## src/rtl/aes_io_pkg.sv

```systemverilog
// Shared definitions for the AES byte input port.
// Contents:
//   state_t    - input-port FSM states (COLLECT / WAIT_CORE / SEND)
//   NUM_BYTES  - bytes per 128-bit AES block
//   NUM_WORDS  - 32-bit words per block handed to the core
//   GAP_W      - width of the inter-byte gap counter
//   blk_word() - selects 32-bit word idx of a block, word 0 = most significant
package aes_io_pkg;

    localparam int NUM_BYTES = 16;
    localparam int NUM_WORDS = 4;
    localparam int GAP_W     = 24;

    typedef enum logic [1:0] {
        ST_COLLECT   = 2'd0,
        ST_WAIT_CORE = 2'd1,
        ST_SEND      = 2'd2
    } state_t;

    function automatic logic [31:0] blk_word(input logic [8*NUM_BYTES-1:0] blk,
                                             input logic [1:0]             idx);
        logic [31:0] w;
        case (idx)
            2'd0:    w = blk[127:96];
            2'd1:    w = blk[95:64];
            2'd2:    w = blk[63:32];
            default: w = blk[31:0];
        endcase
        return w;
    endfunction

endpackage

```

## src/rtl/aes_sync_edge.sv

```systemverilog
// Synchronizer and rising-edge detector for an asynchronous strobe.
// Ports:
//   clk        - system clock
//   rst        - asynchronous active-low reset (clears every flop)
//   d_async    - asynchronous input
//   rise_pulse - one-cycle pulse per rising edge of d_async, after
//                SYNC_STAGES synchronizer flops
// A strobe that is already high when rst releases still produces one pulse,
// because the chain and the edge flop both restart from 0.
module aes_sync_edge #(
    parameter int SYNC_STAGES = 2
) (
    input  logic clk,
    input  logic rst,
    input  logic d_async,
    output logic rise_pulse
);

    logic [SYNC_STAGES-1:0] sync_reg;
    logic [SYNC_STAGES-1:0] sync_next;
    logic                   prev_reg;

    genvar gi;
    generate
        for (gi = 0; gi < SYNC_STAGES; gi++) begin : gen_sync
            if (gi == 0) begin : gen_first
                assign sync_next[gi] = d_async;
            end else begin : gen_chain
                assign sync_next[gi] = sync_reg[gi-1];
            end
        end
    endgenerate

    always_ff @(posedge clk or negedge rst) begin
        if (!rst) begin
            sync_reg <= '0;
            prev_reg <= 1'b0;
        end else begin
            sync_reg <= sync_next;
            prev_reg <= sync_reg[SYNC_STAGES-1];
        end
    end

    assign rise_pulse = sync_reg[SYNC_STAGES-1] & ~prev_reg;

endmodule

```

## src/rtl/aes_inport.sv

```systemverilog
// Byte-wide host input port that assembles 16 bytes into a 128-bit block and
// hands it to the AES core as four contiguous 32-bit words.
// Ports:
//   clk, rst    - system clock, asynchronous active-low reset
//   in_data     - host byte, captured on each synchronized strobe rising edge
//   in_strobe   - asynchronous host byte strobe
//   div_bits    - partial-frame timeout = 2^(div_bits+TO_BASE) idle cycles
//   core_ready  - core can accept a block
//   pass_data   - block word (first byte received is the MSB of word 0)
//   pass_valid  - word strobe, high for 4 consecutive cycles per block
//   in_ready    - high while bytes are being collected
//   overrun     - one-cycle pulse when a byte arrives outside COLLECT
//   timeout     - one-cycle pulse when a partial frame is discarded
// All outputs come straight from flops.
module aes_inport
    import aes_io_pkg::*;
#(
    parameter int SYNC_STAGES = 2,
    parameter int TO_BASE     = 8
) (
    input  logic        clk,
    input  logic        rst,
    input  logic [7:0]  in_data,
    input  logic        in_strobe,
    input  logic [3:0]  div_bits,
    input  logic        core_ready,
    output logic [31:0] pass_data,
    output logic        pass_valid,
    output logic        in_ready,
    output logic        overrun,
    output logic        timeout
);

    state_t                 state_reg;
    logic [3:0]             byte_cnt_reg;
    logic [1:0]             word_cnt_reg;
    logic [GAP_W-1:0]       gap_reg;
    logic [GAP_W-1:0]       gap_thr_m1;
    logic [8*NUM_BYTES-1:0] blk_reg;
    logic [8*NUM_BYTES-1:0] blk_next;
    logic                   byte_evt;
    logic                   blk_we;

    logic [31:0]            pass_data_reg;
    logic                   pass_valid_reg;
    logic                   in_ready_reg;
    logic                   overrun_reg;
    logic                   timeout_reg;

    aes_sync_edge #(
        .SYNC_STAGES(SYNC_STAGES)
    ) u_sync (
        .clk       (clk),
        .rst       (rst),
        .d_async   (in_strobe),
        .rise_pulse(byte_evt)
    );

    // Timeout is registered on the edge at which the gap counter becomes
    // 2^(div_bits+TO_BASE), so the pulse is visible while gap == threshold.
    assign gap_thr_m1 = (GAP_W'(1) << ({1'b0, div_bits} + 5'(TO_BASE))) - GAP_W'(1);

    assign blk_we = byte_evt && (state_reg == ST_COLLECT);

    // One write lane per byte position; byte k goes to the k-th byte from the top.
    genvar gi;
    generate
        for (gi = 0; gi < NUM_BYTES; gi++) begin : gen_lane
            assign blk_next[8*(NUM_BYTES-1-gi) +: 8] =
                (blk_we && (byte_cnt_reg == 4'(gi))) ? in_data
                                                      : blk_reg[8*(NUM_BYTES-1-gi) +: 8];
        end
    endgenerate

    always_ff @(posedge clk or negedge rst) begin
        if (!rst) begin
            state_reg      <= ST_COLLECT;
            byte_cnt_reg   <= '0;
            word_cnt_reg   <= '0;
            gap_reg        <= '0;
            blk_reg        <= '0;
            pass_data_reg  <= '0;
            pass_valid_reg <= 1'b0;
            in_ready_reg   <= 1'b1;
            overrun_reg    <= 1'b0;
            timeout_reg    <= 1'b0;
        end else begin
            overrun_reg <= 1'b0;
            timeout_reg <= 1'b0;
            blk_reg     <= blk_next;

            if (byte_evt) begin
                gap_reg <= '0;
            end else if (gap_reg != '1) begin
                gap_reg <= gap_reg + GAP_W'(1);
            end

            case (state_reg)
                ST_COLLECT: begin
                    // A byte on the threshold cycle wins over the timeout.
                    if (byte_evt) begin
                        byte_cnt_reg <= byte_cnt_reg + 4'd1;
                        if (byte_cnt_reg == 4'(NUM_BYTES-1)) begin
                            state_reg    <= ST_WAIT_CORE;
                            in_ready_reg <= 1'b0;
                        end
                    end else if ((byte_cnt_reg != 4'd0) && (gap_reg == gap_thr_m1)) begin
                        byte_cnt_reg <= '0;
                        timeout_reg  <= 1'b1;
                    end
                end

                ST_WAIT_CORE: begin
                    overrun_reg <= byte_evt;
                    if (core_ready) begin
                        state_reg      <= ST_SEND;
                        word_cnt_reg   <= '0;
                        pass_valid_reg <= 1'b1;
                        pass_data_reg  <= blk_word(blk_reg, 2'd0);
                    end
                end

                ST_SEND: begin
                    // core_ready is not looked at here: the block always goes out whole.
                    overrun_reg <= byte_evt;
                    if (word_cnt_reg == 2'(NUM_WORDS-1)) begin
                        state_reg      <= ST_COLLECT;
                        word_cnt_reg   <= '0;
                        pass_valid_reg <= 1'b0;
                        pass_data_reg  <= '0;
                        in_ready_reg   <= 1'b1;
                    end else begin
                        word_cnt_reg  <= word_cnt_reg + 2'd1;
                        pass_data_reg <= blk_word(blk_reg, word_cnt_reg + 2'd1);
                    end
                end

                default: begin
                    state_reg      <= ST_COLLECT;
                    byte_cnt_reg   <= '0;
                    word_cnt_reg   <= '0;
                    pass_valid_reg <= 1'b0;
                    pass_data_reg  <= '0;
                    in_ready_reg   <= 1'b1;
                end
            endcase
        end
    end

    assign pass_data  = pass_data_reg;
    assign pass_valid = pass_valid_reg;
    assign in_ready   = in_ready_reg;
    assign overrun    = overrun_reg;
    assign timeout    = timeout_reg;

endmodule

```

## config.mk

```make
export PLATFORM = sky130hd
export DESIGN_NAME = aes_inport
export DESIGN_NICKNAME = d
export VERILOG_FILES = /design/src/rtl/aes_io_pkg.sv /design/src/rtl/aes_sync_edge.sv /design/src/rtl/aes_inport.sv
export SDC_FILE = /design/constraint.sdc
export NUM_CORES = 1
export LEC_CHECK = 0
export BUFFER_PORTS_ARGS = -buffer_cell sky130_fd_sc_hd__buf_4
export CORE_MARGIN = 8
export CORE_UTILIZATION = 30
export CTS_CLUSTER_SIZE = 20
export DETAILED_ROUTE_END_ITERATION = 16
export PLACE_DENSITY = 0.49
export SYNTH_ARGS = -nofsm -noshare
export SYNTH_HDL_FRONTEND = slang
export SYNTH_SLANG_ARGS = --single-unit
```

## constraint.sdc

```tcl
create_clock -name clk -period 5.8 [get_ports clk]
set_input_delay 0.58 -clock clk [delete_from_list [all_inputs] [get_ports clk]]
set_output_delay 0.58 -clock clk [all_outputs]
set_load 0.01 [all_outputs]
```

### Word-level counts from Yosys, hierarchy flattened

Index checks and enable logic that the tools add are counted.

* shifts and indexed selects: 1
* multiply operators: 0
* bitwise operators: 5
* equality and inequality tests: 27
* reduce and logical (&&, ||, !) cells: 29
* add/sub/neg operators: 5
* div/mod/pow operators: 0
* mux-type cells: 28
* $lt $le $gt $ge: 0

Operators by type and width (number)
* case mux 32 bit (3 select lines): 2
* two-way mux 32 bit: 2
* two-way mux 24 bit: 2
* == test 4 bit, second input constant: 8
* adder 24 x 1 -> 24 bit, second input constant: 1
* == test 24 bit: 1
* != test 24 bit, second input constant: 1
* left shift 1 x 5 -> 24 bit, first input constant: 1
* subtractor 24 x 2 -> 24 bit, second input constant: 1
* logical AND 1 bit: 18
* == test 4 x 3 -> 1 bit, second input constant: 4
* two-way mux 2 bit: 6
* case mux 2 bit (3 select lines): 2
* two-way mux 1 bit: 9
* == test 4 x 2 -> 1 bit, second input constant: 2
* two-way mux 4 bit: 2
* case mux 4 bit (2 select lines): 1
* AND reduction 4 bit: 2
* == test 2 bit, second input constant: 3
* != test 2 bit, second input constant: 3
* case mux 1 bit (3 select lines): 2
* adder 4 x 4 -> 5 bit, second input constant: 1
* adder 4 x 1 -> 4 bit, second input constant: 1
* == test 2 x 1 -> 1 bit, second input constant: 2
* other kinds (13): 18

* memory bits (read-only): 0
* memories kept: 0
* input bits: 16
* memory bits (writable): 0
* latch bits: 0
* flip-flop bits (word level): 199
* output and inout port bits: 36
* word-level logic and storage cells: 122

### Logic depth before layout (Yosys ltp)

* depth after elaboration: 8
* depth in mapped cells: 10
* depth with buffers taken out: 7

### By module

A second synthesis with hierarchy kept.

* cell total of the unflattened synthesis: 811
* area total of the unflattened synthesis: 9355.2 sq um

By module, submodules not included
* aes_inport: cells an instance 807, area an instance 9266.4 sq um, sequential area each 4906.0 sq um, instances 1
* aes_sync_edge: cells an instance 4, area an instance 88.8 sq um, sequential area each 75.1 sq um, instances 1

### Worst setup path after synthesis

OpenSTA, ideal clock, no wires.

* path kind: input -> register
* start: input port div_bits[1]
* end: register byte_cnt_reg[0]
* path slack: 3794 ps
* data arrival time: 1878 ps
* library setup time: 128 ps
* data required time: 5672 ps
* stages on the path: 7
* buffers on the path: 2
* cells stage by stage: buf_2 buf_2 a2111oi_0 a21oi_1 a32o_1 nor4_1 a21oi_1

* word-level cells in the longest chain between the ends: 7

Ends and longest elaborated chain
* from (decl): RTL line aes_inport.sv:25 `input logic [3:0] div_bits,`
* adder 4 x 4 -> 5 bit: RTL line aes_inport.sv:61 `assign gap_thr_m1 = (GAP_W'(1) << ({1'b0, div_bits} + 5'(TO_BASE))) - GAP_W'(1);`
* left shift 1 x 5 -> 24 bit: RTL line aes_inport.sv:61
* subtractor 24 x 2 -> 24 bit: RTL line aes_inport.sv:61
* == test 24 bit: RTL line aes_inport.sv:107 `end else if ((byte_cnt_reg != 4'd0) && (gap_reg == gap_thr_m1)) begin`
* logical AND 1 bit: RTL line aes_inport.sv:107
* != test 3 x 2 -> 1 bit (no source line)
* AND reduction 2 bit (no source line)
* to (signal assigned): RTL line aes_inport.sv:102 `byte_cnt_reg <= byte_cnt_reg + 4'd1;`
* to (decl): RTL line aes_inport.sv:35 `logic [3:0] byte_cnt_reg;`

Every way passes these cells.
A chain may end at the register's enable or synchronous reset.

### Worst setup path after layout

* start: register state_reg[0]
* end: register pass_data_reg[10] (netlist: pass_data[10])

* word-level cells in the longest chain between the ends: 3
* elaborated cells on any way between the ends: 7
* classes of those cells: eq/ne (3); mux (1); bitwise (1); reduce/logical (2)

Ends and longest elaborated chain
* from (decl): RTL line aes_inport.sv:34 `state_t state_reg;`
* from (signal assigned): RTL line aes_inport.sv:77 `state_reg <= ST_COLLECT;`
* from (signal assigned): RTL line aes_inport.sv:104 `state_reg <= ST_WAIT_CORE;`
* from (signal assigned): RTL line aes_inport.sv:116 `state_reg <= ST_SEND;`
* == test 2 x 1 -> 1 bit / zero test 2 bit (equally long branches): RTL line aes_inport.sv:98 `case (state_reg)`
* != test 2 bit (no source line) / NOT 1 bit (equally long branches)
* AND reduction 2 bit (no source line)
* to (signal assigned): RTL line aes_inport.sv:119 `pass_data_reg <= blk_word(blk_reg, 2'd0);`
* to (signal assigned): RTL line aes_inport.sv:134 `pass_data_reg <= blk_word(blk_reg, word_cnt_reg + 2'd1);`
* to (decl): RTL line aes_inport.sv:44 `logic [31:0] pass_data_reg;`

Several ways; a longest one is shown, not always the timed one.

==> metrics.md <==
| Metric | Value |
|---|---|
| Unique cell type count in the Yosys netlist | `69` |
| Share of synthesized flip-flops with an asynchronous set or reset | `100.0%` |
| Worst-path maximum fanout | `33` |
| Largest voltage drop on the vdd net | `0.2436 mV` |
| Cell with the most instances on the worst path | `inv_1` |
| Post-synthesis register bit count | `199` |
| Net switching power of the design | `1656 uW` |
| Vias after detailed routing | `6745` |
| Number of antenna violations at the first check in global routing | `0` |
| Post-Route Setup TNS | `0 ns` |
| Area of the multi-input gates | `4268 um^2` |
| Post-synthesis instance area | `9537 um^2` |
| Int Pwr | `2901 uW` |
| Vias in the first global route | `6862` |
| Clock transition at the registers of the reported paths | `0.09 ns` |
| Seq pwr share | `43.0%` |
| Number of synthesized flops with an enable pin | `0` |
| Post-route worst setup slack | `3.148 ns` |
| Worst slack at placement | `2.983 ns` |
| Estimated wirelength of the detail-placed design | `14680 um` |
| Max Buffers Root-to-Sink | `2` |
| Slowest Stage Delay on Critical Path | `0.84 ns` |
| Fraction of power consumed by the clock network | `26.9%` |
| Lkg Pwr | `0.004501 uW` |
| 1st-pass router iterations | `6` |
| Worst Tran Pin Value | `1.105 ns` |
| Total power | `4557 uW` |
| Setup violators final | `0` |
| Fraction of the cycle the final worst path needs | `45.73%` |
| Number of buffers added for setup after CTS | `0` |
| Number of maximum-capacitance constraint violations | `0` |
| Cells along the critical path | `inv_1, ha_1, nand2b_1, buf_4, inv_1, nand2_1, o21ai_0` |
| Post-cts resize count | `0` |
| Highest achievable clock rate | `377.0 MHz` |
| FILL cells | `3135` |
| H-tree lvl count | `4` |
| Vias per std cell | `5.290` |
| Count of nets after finishing | `891` |
| Outcome | `completed` |
| Inst Count DP | `1243` |
| Initial DRC count | `579` |
| Endpoint class of the critical path | `flip-flop` |
| Port Buffers | `51` |
| Ratio of cells with drive above 1 in the final layout | `27.95%` |
| Final routed wirelength across all metal layers | `24320 um` |
| Setup repair after global routing missed its margin | `no` |
| Number of remaining DRC errors | `0` |
| Num ports | `52` |
| Type of the tightest min-delay check | `input port to async pin` |
| Share of synthesized area occupied by flip-flops and latches | `52.23%` |
| Number of hold buffers added after cts | `0` |
| Global route total overflow | `0` |
| First-pass GRT wire length | `39710 um` |
| Switching part of the total power | `36.33%` |
| Predominant post-synthesis flop cell | `dfrtp_1` |
| Post-route insts no fill | `1275` |
| Clock buffers created by TritonCTS | `17` |
| Worst Clk Skew | `0.01697 ns` |
| Minimum period implied by the final worst setup slack | `2.652 ns` |
| Die boundary height | `194.3 um` |
| Data arrival at the endpoint of the critical path | `2.92 ns` |
| Slowest library cell on the worst path | `nand2_1` |
| Root Buffer Master | `clkbuf_16` |
| Share of total power in combinational logic | `30.1%` |
| CP Class | `flip-flop to flip-flop` |
| Critical Path Source Type | `flip-flop` |
| Data required time at the worst endpoint | `6.07 ns` |
| Clock latency reported for the late side of the worst-skew pair | `0.44 ns` |
| Number of slew-limit violations in the final report | `0` |
| Maximum number of pins on one net before global-route repair | `112` |
| Number of warnings printed during yosys synthesis | `0` |
| Routability congestion estimate from global placement | `0.7697` |
| Initial standard-cell utilization of the core | `30.38%` |
| Area added between synthesis and finish | `14.03%` |
| Count of antenna-violating nets left after detailed routing | `0` |
| Reg-to-reg slack, setup | `3.15 ns` |
| Leading cell type in the layout, fill and taps excluded | `dfrtp_1` |
| FF/Latch Area | `4981 um^2` |
| Die X | `194.3 um` |
| Number of cells produced by synthesis | `843` |
| Total core area | `31390 um^2` |
| Overall global routing resource usage | `13.17%` |
| Most frequent cells in the layout | `dfrtp_1, mux2_2, nand2_1` |
| Number of hold violations in the final report | `0` |
| Number of clock sinks seen by CTS | `199` |
| Wirelength per Cell | `19.07 um` |
| Average footprint of a synthesized cell | `11.31 um^2` |
| Count of standard-cell rows | `65` |
| Flip-flop count of the largest register, all copies and words added | `128` |
| TritonCTS clock tree | `yes` |
| Power density normalized to cell area | `419.1 nW/um^2` |
| Headroom to the max-slew limit | `26.14%` |
| Final antenna diode count | `0` |
| Area enclosed by the die boundary | `37750 um^2` |
stage by stage:
step / hold WS (ns) / area (um^2) / utilization [%]
5_1_grt: 0.2303 / 10870 / 34.64
3_3_place_gp: 0.3355 / 10250 / 32.65
2_1_floorplan: 0.2844 / 9540 / -
4_1_cts: 0.2225 / 10870 / 34.64
6_report: 0.1717 / 10870 / 34.64
3_5_place_dp: 0.3503 / 10250 / 32.65
synth_stat cells, types with 4 or more instances:
cell	n	share of area [%]
a21oi_1	19	1.0
a222oi_1	32	3.4
a22oi_1	32	2.5
and2_1	5	0.33
and3_1	5	0.33
buf_1	5	0.20
buf_2	8	0.42
clkbuf_1	41	1.6
dfrtp_1	198	52
ha_1	15	2.0
inv_1	14	0.55
mux2_1	4	0.47
mux2_2	124	15
nand2_1	99	3.9
nand3_1	7	0.37
nand4_1	7	0.46
nor2_1	31	1.2
nor2b_1	4	0.26
nor3_1	6	0.31
nor4_1	10	0.66
o21ai_0	74	3.9
or3_1	4	0.26
xnor2_1	13	1.2
xor2_1	12	1.1
cells by family after synthesis:
group           share of synthesized area [%]
compound gates                          13.87
xor+xnor                                2.296
fa+ha+maj                               1.968
buf+inv                                 3.214
flops                                   52.23
mux                                     15.32
other cells                           0.03932
simple gates                            11.06
per-layer routing:
metal / share of wire, % / global-route usage [%] / up-vias / routed length [um]
li1: - / - / 3117 / -
met1: 46 / 16.95 / 3440 / 11250
met2: 49 / 22.33 / 159 / 11850
met3: 3.4 / 2.246 / 29 / 834
met4: 1.6 / 4.074 / 0 / 383
met5: 0 / 0 / - / 0
final timing paths:
check                                   start                 end  cells after the start
setup / recovery                 state_reg[0]       pass_data[10]                      7
hold reg to reg            u_sync.sync_reg[0]  u_sync.sync_reg[1]                      0
hold / removal                            rst         blk_reg[38]                      1
min in group clk                    in_strobe  u_sync.sync_reg[0]                      1
setup reg to reg                 state_reg[0]       pass_data[10]                      7
max in group asynchronous                 rst         blk_reg[95]                      2
critical path, delay by kind of cell, from the launching register on:
kind | cells | cell delay [ns]
compound gates | 1 | 0.23
fa+ha+maj | 1 | 0.26
buf+inv | 3 | 0.62
flops | 1 | 0.40
simple gates | 2 | 0.97
power by group through the flow:
stage                     Sequential [uW]  Combinational [uW]  Clock (uW)
after floorplan                      1930                 938           0
after global placement               1980                1370           0
after detailed placement             1980                1390           0
after CTS                            1960                1390        1260
after global routing                 2010                1540        1310
final                                1960                1370        1230
area by class of cell:
type | count | area share [%]
clock inverters | 15 | 1.818
repair buffers | 57 | 4.108
flip-flops and latches | 199 | 45.81
inverters | 14 | 0.4833
clock buffers | 17 | 3.912
well taps | 402 | 4.625
multi-input cells | 571 | 39.25
Power figures use the tool's default switching activity.
